`src/rtl/phase_seq_if.sv`:
```
// Handshake and control bundle between the phase sequencer and the CPU datapath.
interface phase_seq_if #(
   parameter int CNT_W = 16
);
   logic             start;
   logic             step_mode;
   logic             step;
   logic             halt_n;
   logic             mem_op;
   logic             mem_ack;
   logic             mem_req;
   logic [4:0]       phase;
   logic             ir_we;
   logic             pc_we;
   logic             wb_en;
   logic             busy;
   logic             halted;
   logic             err;
   logic [CNT_W-1:0] instr_count;

   modport master (
      output start, step_mode, step, halt_n, mem_op, mem_ack,
      input  mem_req, phase, ir_we, pc_we, wb_en, busy, halted, err, instr_count
   );

   modport slave (
      input  start, step_mode, step, halt_n, mem_op, mem_ack,
      output mem_req, phase, ir_we, pc_we, wb_en, busy, halted, err, instr_count
   );
endinterface

```
`src/rtl/phase_seq.sv`:
```
// Multi-cycle phase sequencer: fetch, decode, execute, memory, writeback.
//
// state  | meaning
// IDLE   | waiting for start
// P1     | fetch, mem_req held until mem_ack (IR loads on ack)
// P2     | decode, single cycle
// P3     | execute, HLT check, memory-op flag latched
// P4     | memory access if latched mem_op, else single pass-through cycle
// P5     | writeback, PC update, retired count +1
// PAUSE  | single-step hold between instructions
// HALTED | HLT retired or memory timeout; only rst leaves
module phase_seq #(
   parameter int CNT_W  = 16,
   parameter int MEM_TO = 255
) (
   input logic       clk,
   input logic       rst,
   phase_seq_if.slave bus
);
   typedef enum logic [2:0] {
      IDLE, P1, P2, P3, P4, P5, PAUSE, HALTED
   } state_t;

   localparam int WAIT_W = (MEM_TO < 2) ? 1 : $clog2(MEM_TO + 1);
   // Last count value before a timeout; if no ack arrives in that cycle the request expires.
   localparam logic [WAIT_W-1:0] WAIT_LAST = WAIT_W'(MEM_TO - 1);

   state_t            state;
   logic [WAIT_W-1:0] wait_cnt;
   logic              mem_op_q;
   logic              err_q;
   logic [CNT_W-1:0]  count;
   logic              req;

   assign req             = (state == P1) || ((state == P4) && mem_op_q);
   assign bus.mem_req     = req;
   assign bus.phase       = {state == P5, state == P4, state == P3, state == P2, state == P1};
   assign bus.busy        = (state == P1) || (state == P2) || (state == P3) ||
                            (state == P4) || (state == P5);
   assign bus.halted      = (state == HALTED);
   assign bus.pc_we       = (state == P5);
   assign bus.wb_en       = (state == P5);
   assign bus.ir_we       = (state == P1) && bus.mem_ack;
   assign bus.err         = err_q;
   assign bus.instr_count = count;

   // Phase sequencing, memory wait timeout and retired-instruction counting.
   always_ff @(posedge clk) begin
      if (rst) begin
         state    <= IDLE;
         wait_cnt <= '0;
         mem_op_q <= 1'b0;
         err_q    <= 1'b0;
         count    <= '0;
      end else begin
         case (state)
            IDLE: begin
               if (bus.start) state <= P1;
            end
            P1, P4: begin
               if (!req) begin
                  state <= P5;
               end else if (bus.mem_ack) begin
                  wait_cnt <= '0;
                  state    <= (state == P1) ? P2 : P5;
               end else if (wait_cnt == WAIT_LAST) begin
                  wait_cnt <= '0;
                  err_q    <= 1'b1;
                  state    <= HALTED;
               end else begin
                  wait_cnt <= wait_cnt + 1'b1;
               end
            end
            P2: state <= P3;
            P3: begin
               if (!bus.halt_n) begin
                  state <= HALTED;
               end else begin
                  mem_op_q <= bus.mem_op;
                  state    <= P4;
               end
            end
            P5: begin
               count <= count + 1'b1;
               state <= bus.step_mode ? PAUSE : P1;
            end
            PAUSE: begin
               if (bus.step || !bus.step_mode) state <= P1;
            end
            HALTED: state <= HALTED;
            default: state <= IDLE;
         endcase
      end
   end
endmodule
```
`src/flat_wrapper.sv`:
```
// flat-port wrapper written by rule: the top's interface ports become plain ports
module phase_seq_flat 
#(
   parameter int CNT_W  = 16,
   parameter int MEM_TO = 255
)
  (clk, rst, bus_start, bus_step_mode, bus_step, bus_halt_n, bus_mem_op, bus_mem_ack, bus_mem_req, bus_phase, bus_ir_we, bus_pc_we, bus_wb_en, bus_busy, bus_halted, bus_err, bus_instr_count);
  phase_seq_if #(.CNT_W(CNT_W)) bus_i ();
  input logic clk;
  input logic rst;
  input wire logic [$bits(bus_i.start)-1:0] bus_start;
  input wire logic [$bits(bus_i.step_mode)-1:0] bus_step_mode;
  input wire logic [$bits(bus_i.step)-1:0] bus_step;
  input wire logic [$bits(bus_i.halt_n)-1:0] bus_halt_n;
  input wire logic [$bits(bus_i.mem_op)-1:0] bus_mem_op;
  input wire logic [$bits(bus_i.mem_ack)-1:0] bus_mem_ack;
  output wire logic [$bits(bus_i.mem_req)-1:0] bus_mem_req;
  output wire logic [$bits(bus_i.phase)-1:0] bus_phase;
  output wire logic [$bits(bus_i.ir_we)-1:0] bus_ir_we;
  output wire logic [$bits(bus_i.pc_we)-1:0] bus_pc_we;
  output wire logic [$bits(bus_i.wb_en)-1:0] bus_wb_en;
  output wire logic [$bits(bus_i.busy)-1:0] bus_busy;
  output wire logic [$bits(bus_i.halted)-1:0] bus_halted;
  output wire logic [$bits(bus_i.err)-1:0] bus_err;
  output wire logic [$bits(bus_i.instr_count)-1:0] bus_instr_count;
  assign bus_i.start = bus_start;
  assign bus_i.step_mode = bus_step_mode;
  assign bus_i.step = bus_step;
  assign bus_i.halt_n = bus_halt_n;
  assign bus_i.mem_op = bus_mem_op;
  assign bus_i.mem_ack = bus_mem_ack;
  assign bus_mem_req = bus_i.mem_req;
  assign bus_phase = bus_i.phase;
  assign bus_ir_we = bus_i.ir_we;
  assign bus_pc_we = bus_i.pc_we;
  assign bus_wb_en = bus_i.wb_en;
  assign bus_busy = bus_i.busy;
  assign bus_halted = bus_i.halted;
  assign bus_err = bus_i.err;
  assign bus_instr_count = bus_i.instr_count;
  phase_seq #(.CNT_W(CNT_W), .MEM_TO(MEM_TO)) u_core (.clk(clk), .rst(rst), .bus(bus_i));
endmodule
```
`config.mk`:
```
export PLATFORM = sky130hd
export DESIGN_NAME = phase_seq_flat
export DESIGN_NICKNAME = d
export VERILOG_FILES = /design/src/rtl/phase_seq_if.sv /design/src/rtl/phase_seq.sv /design/src/flat_wrapper.sv
export SDC_FILE = /design/constraint.sdc
export NUM_CORES = 1
export LEC_CHECK = 0
export BUFFER_PORTS_ARGS = -buffer_cell sky130_fd_sc_hd__buf_2
export CAP_MARGIN = 30
export CORE_MARGIN = 2
export CORE_UTILIZATION = 50
export CTS_CLUSTER_DIAMETER = 80
export CTS_CLUSTER_SIZE = 10
export DETAILED_ROUTE_END_ITERATION = 8
export GPL_TIMING_DRIVEN = 0
export PLACE_DENSITY = 0.75
export SLEW_MARGIN = 20
export SYNTH_ARGS = -nofsm -noshare
export SYNTH_HDL_FRONTEND = slang
export SYNTH_SLANG_ARGS = --single-unit
```
`constraint.sdc`:
```
create_clock -name clk -period 2.9 [get_ports clk]
set_clock_uncertainty 0.15 [all_clocks]
set_input_delay 0.145 -clock clk [delete_from_list [all_inputs] [get_ports clk]]
set_output_delay 0.145 -clock clk [all_outputs]
set_load 0.02 [all_outputs]
```
==> metrics.txt <==
# TYPE chip_impl_metric gauge
chip_impl_info{name="status",value="finished, final reports clean"} 1
chip_impl_info{name="setup.worst_path.start",value="u_core.wait_cnt[0]"} 1
chip_impl_info{name="path_class",value="register to register"} 1
chip_impl_metric{name="power_density",unit="nW/um^2"} 626
chip_impl_metric{name="ioPinCount",unit=""} 36
chip_impl_metric{name="area_delta_synth_final",unit="%"} 18.0
chip_impl_metric{name="number_of_antenna_violations_at_the_first_check_in_global_routing",unit=""} 0
chip_impl_info{name="hold_path_startpoint",value="rst"} 1
chip_impl_metric{name="finalHoldViolations",unit=""} 0
chip_impl_metric{name="synth-edff-count",unit=""} 0
chip_impl_metric{name="starting_density_of_the_core",unit="%"} 52.1
chip_impl_metric{name="synthesis.instances",unit=""} 188
chip_impl_metric{name="seqCellArea",unit="um^2"} 581
chip_impl_metric{name="die_x",unit="um"} 60.0
chip_impl_info{name="post-synth-top-count-cell",value="dfxtp_1"} 1
chip_impl_metric{name="final_antenna_net_count",unit=""} 0
chip_impl_metric{name="drive_gt1_share",unit="%"} 21.6
chip_impl_metric{name="max-slew-margin-rel",unit="%"} 68.0
chip_impl_info{name="synthFlopType",value="dfxtp_1"} 1
chip_impl_metric{name="pre_antenna_drt_iters",unit=""} 6
chip_impl_metric{name="syn_nets",unit=""} 199
chip_impl_metric{name="worstHoldPathCells",unit=""} 4
chip_impl_metric{name="setup_viol_count_final",unit=""} 0
chip_impl_metric{name="die-area",unit="um^2"} 3590
chip_impl_metric{name="die_h",unit="um"} 60.0
chip_impl_metric{name="cts_htree_levels",unit=""} 2
chip_impl_metric{name="postSynthRegisterBits",unit=""} 29
chip_impl_info{name="timing.critical_path.to_type",value="register"} 1
chip_impl_metric{name="drt_drc_violations_left",unit=""} 0
chip_impl_metric{name="synthesis.area_per_instance",unit="um^2"} 8.33
chip_impl_metric{name="report.final.slew_viol_count",unit=""} 0
chip_impl_metric{name="nFillCells",unit=""} 271
chip_impl_info{name="slowest_stage",value="or4b_1"} 1
chip_impl_metric{name="drt-total-wl",unit="mm"} 3.46
chip_impl_metric{name="required",unit="ns"} 3.00
chip_impl_metric{name="core_area",unit="um^2"} 3000
chip_impl_metric{name="clk_pin_slew",unit="ns"} 0.08
chip_impl_metric{name="cp_max_fo",unit=""} 9
chip_impl_metric{name="insertedDiodeCount",unit=""} 0
chip_impl_metric{name="r2r.worst_path.cells",unit=""} 7
chip_impl_info{name="yosys-top-cells-count",value="29 x dfxtp_1, 19 x nor2_1, 12 x nand2_1, 11 x a21oi_1, 10 x nor3_1"} 1
chip_impl_metric{name="total_power",unit="mW"} 1.16
chip_impl_metric{name="numClockSinks",unit=""} 29
chip_impl_metric{name="tightest_slew",unit="ns"} 0.476
chip_impl_metric{name="final_min_period_over_clock_period",unit="%"} 72.2
chip_impl_metric{name="route.detailed.vias_per_inst",unit=""} 5.81
chip_impl_metric{name="post_detailed_route_wirelength_per_cell",unit="um"} 13.1
chip_impl_metric{name="grt_pass1_wl",unit="mm"} 6.02
chip_impl_metric{name="worst_ep_arrival_time",unit="ns"} 2.20
chip_impl_metric{name="globalRoute.totalOverflow",unit=""} 0
chip_impl_metric{name="placementRows",unit=""} 20
chip_impl_metric{name="fin_nets",unit=""} 242
chip_impl_metric{name="finalWorstPathRequiredPeriod",unit="ns"} 2.09
chip_impl_metric{name="max_cap_violations",unit=""} 0
chip_impl_metric{name="dp_worst_setup_slack",unit="ns"} 0.813
chip_impl_metric{name="drt_iter0_drc",unit=""} 95
chip_impl_metric{name="clk-insertion-delay-late",unit="ns"} 0.32
chip_impl_metric{name="vias",unit=""} 1535
chip_impl_metric{name="yosys_warnings",unit=""} 0
chip_impl_metric{name="clock_path_buffers",unit=""} 2
chip_impl_metric{name="max_freq",unit="GHz"} 0.478
chip_impl_metric{name="number_of_distinct_library_cells_after_synthesis",unit=""} 50
chip_impl_info{name="synth_area_leader_cell",value="dfxtp_1"} 1
chip_impl_metric{name="multiInputGateArea",unit="um^2"} 902
chip_impl_metric{name="setup_tns",unit="ns"} 0
chip_impl_info{name="hold_path_class",value="primary input to register"} 1
chip_impl_metric{name="non_filler_instances",unit=""} 264
chip_impl_metric{name="p_leak",unit="nW"} 0.753
chip_impl_info{name="crit-reg2reg-launch",value="u_core.wait_cnt[0]"} 1
chip_impl_info{name="start_kind",value="register"} 1
chip_impl_metric{name="asyncSetResetFlopFracSynth",unit="%"} 0
chip_impl_metric{name="dp_hpwl",unit="mm"} 2.54
chip_impl_metric{name="post_cts.repair.setup_buffers",unit=""} 0
chip_impl_metric{name="place.port_buffers",unit=""} 35
chip_impl_info{name="synth_area_leaders",value="dfxtp_1 37%, nor2_1 4.6%, a21oi_1 3.5%"} 1
chip_impl_info{name="tritoncts",value="done"} 1
chip_impl_metric{name="irDropWorstVdd",unit="uV"} 575
chip_impl_metric{name="layout_setup_ws",unit="ns"} 0.806
chip_impl_metric{name="placed_cells_incl_taps",unit=""} 256
chip_impl_metric{name="grt_start_max_net_pins",unit=""} 11
chip_impl_metric{name="gp_congestion",unit=""} 0.831
chip_impl_metric{name="cts_inserted_buffers",unit=""} 5
chip_impl_metric{name="synth_area",unit="um^2"} 1570
chip_impl_metric{name="synth-seq-area-share",unit="%"} 37.1
chip_impl_info{name="path_cells",value="inv_1 -> ha_1 -> and2_1 -> and3_1 -> clkbuf_2 -> or4b_1 -> a21oi_1"} 1
chip_impl_metric{name="synthDominantCellAreaShare",unit="%"} 37.1
chip_impl_metric{name="grt.total_usage",unit="%"} 22.3
chip_impl_info{name="cell_at_the_root_of_the_clock_tree",value="clkbuf_4"} 1
chip_impl_metric{name="first_global_vias",unit=""} 1378
chip_impl_info{name="grt_setup_unrepaired",value="no"} 1
chip_impl_metric{name="cpPeakStageDelay",unit="ns"} 0.51
## layout make-up
type / count / share of cell area, %
buffer: 11 / 2.85
clock buffer: 7 / 2.98
inverter: 8 / 1.63
multi-input combinational: 140 / 48.8
sequential: 29 / 31.4
tap: 33 / 2.24
timing repair buffer: 36 / 10.0
## metrics by stage
stage | area (um^2) | hold slack [ns] | utilization [%]
floorplan | 1570 | 0.139 | -
global placement | 1780 | 0.225 | 59.3
detailed placement | 1780 | 0.236 | 59.3
CTS | 1850 | 0.00735 | 61.5
global route | 1850 | 0.0224 | 61.5
finish | 1850 | 0.0260 | 61.5
## layer usage
layer | global-route usage [%] | wire length [um] | part of all wire [%] | up-vias
li1 | - | - | - | 776
met1 | 28.9 | 1610 | 47 | 716
met2 | 35.2 | 1660 | 48 | 41
met3 | 5.84 | 157 | 4.5 | 2
met4 | 8.57 | 34 | 0.98 | 0
met5 | 0 | 0 | 0 | -
## kinds of logic (layout without fill, tap and decap cells)
kind of cell	Yosys count	after routing	synth area share [%]
simple gates	85	85	29.6
compound gates	37	37	16.1
flops	29	29	37.1
buf+inv	19	62	5.28
xor+xnor	11	11	6.15
mux	4	4	3.44
fa+ha+maj	3	3	2.40
## worst max-delay path, delay by kind of cell (launching register included)
family	cells	cell delay, ns
and+or+nand+nor	3	0.86
AOI/OAI and AO/OA	1	0.14
buffers and inverters	2	0.23
DFF	1	0.44
adders and majority gates	1	0.20
## repair_timing
| item | in CTS | in global routing |
|---|---|---|
| endpoints found under the hold margin | 1 | 0 |
| gates resized for setup | 0 | 0 |
| hold buffers | 1 | 0 |
## registers in the layout (all words and copies together) (netlist names)
register and count:
u_core.bus.instr_count 16, u_core.bus.err 1, u_core.state 3, u_core.mem_op_q 1, u_core.wait_cnt 8
## report_power, final
group	leakage, nW	switching [mW]	internal, mW
Sequential	0.234	0.0347	0.425
Combinational	0.488	0.284	0.168
Clock	0.0314	0.130	0.114
## path summary, 6_finish.rpt
kind                   endpoint  slack, ns
max          u_core.wait_cnt[2]       0.81
min             u_core.state[1]       0.03
max reg2reg  u_core.wait_cnt[2]       0.81
min reg2reg      u_core.bus.err       0.32
## placed cells by master, fill, tap and decap left out, drive strengths merged, types with 4 or more instances in the layout
master,n
xnor2,6
or4,4
o21ai,5
nor2,19
clkbuf,12
nor3,10
dfxtp,29
o31ai,5
nand4,8
nand3,8
nand2,12
inv,8
buf,41
xor2,5
a21oi,11
Note: power is estimated with default switching activity, not from simulation.
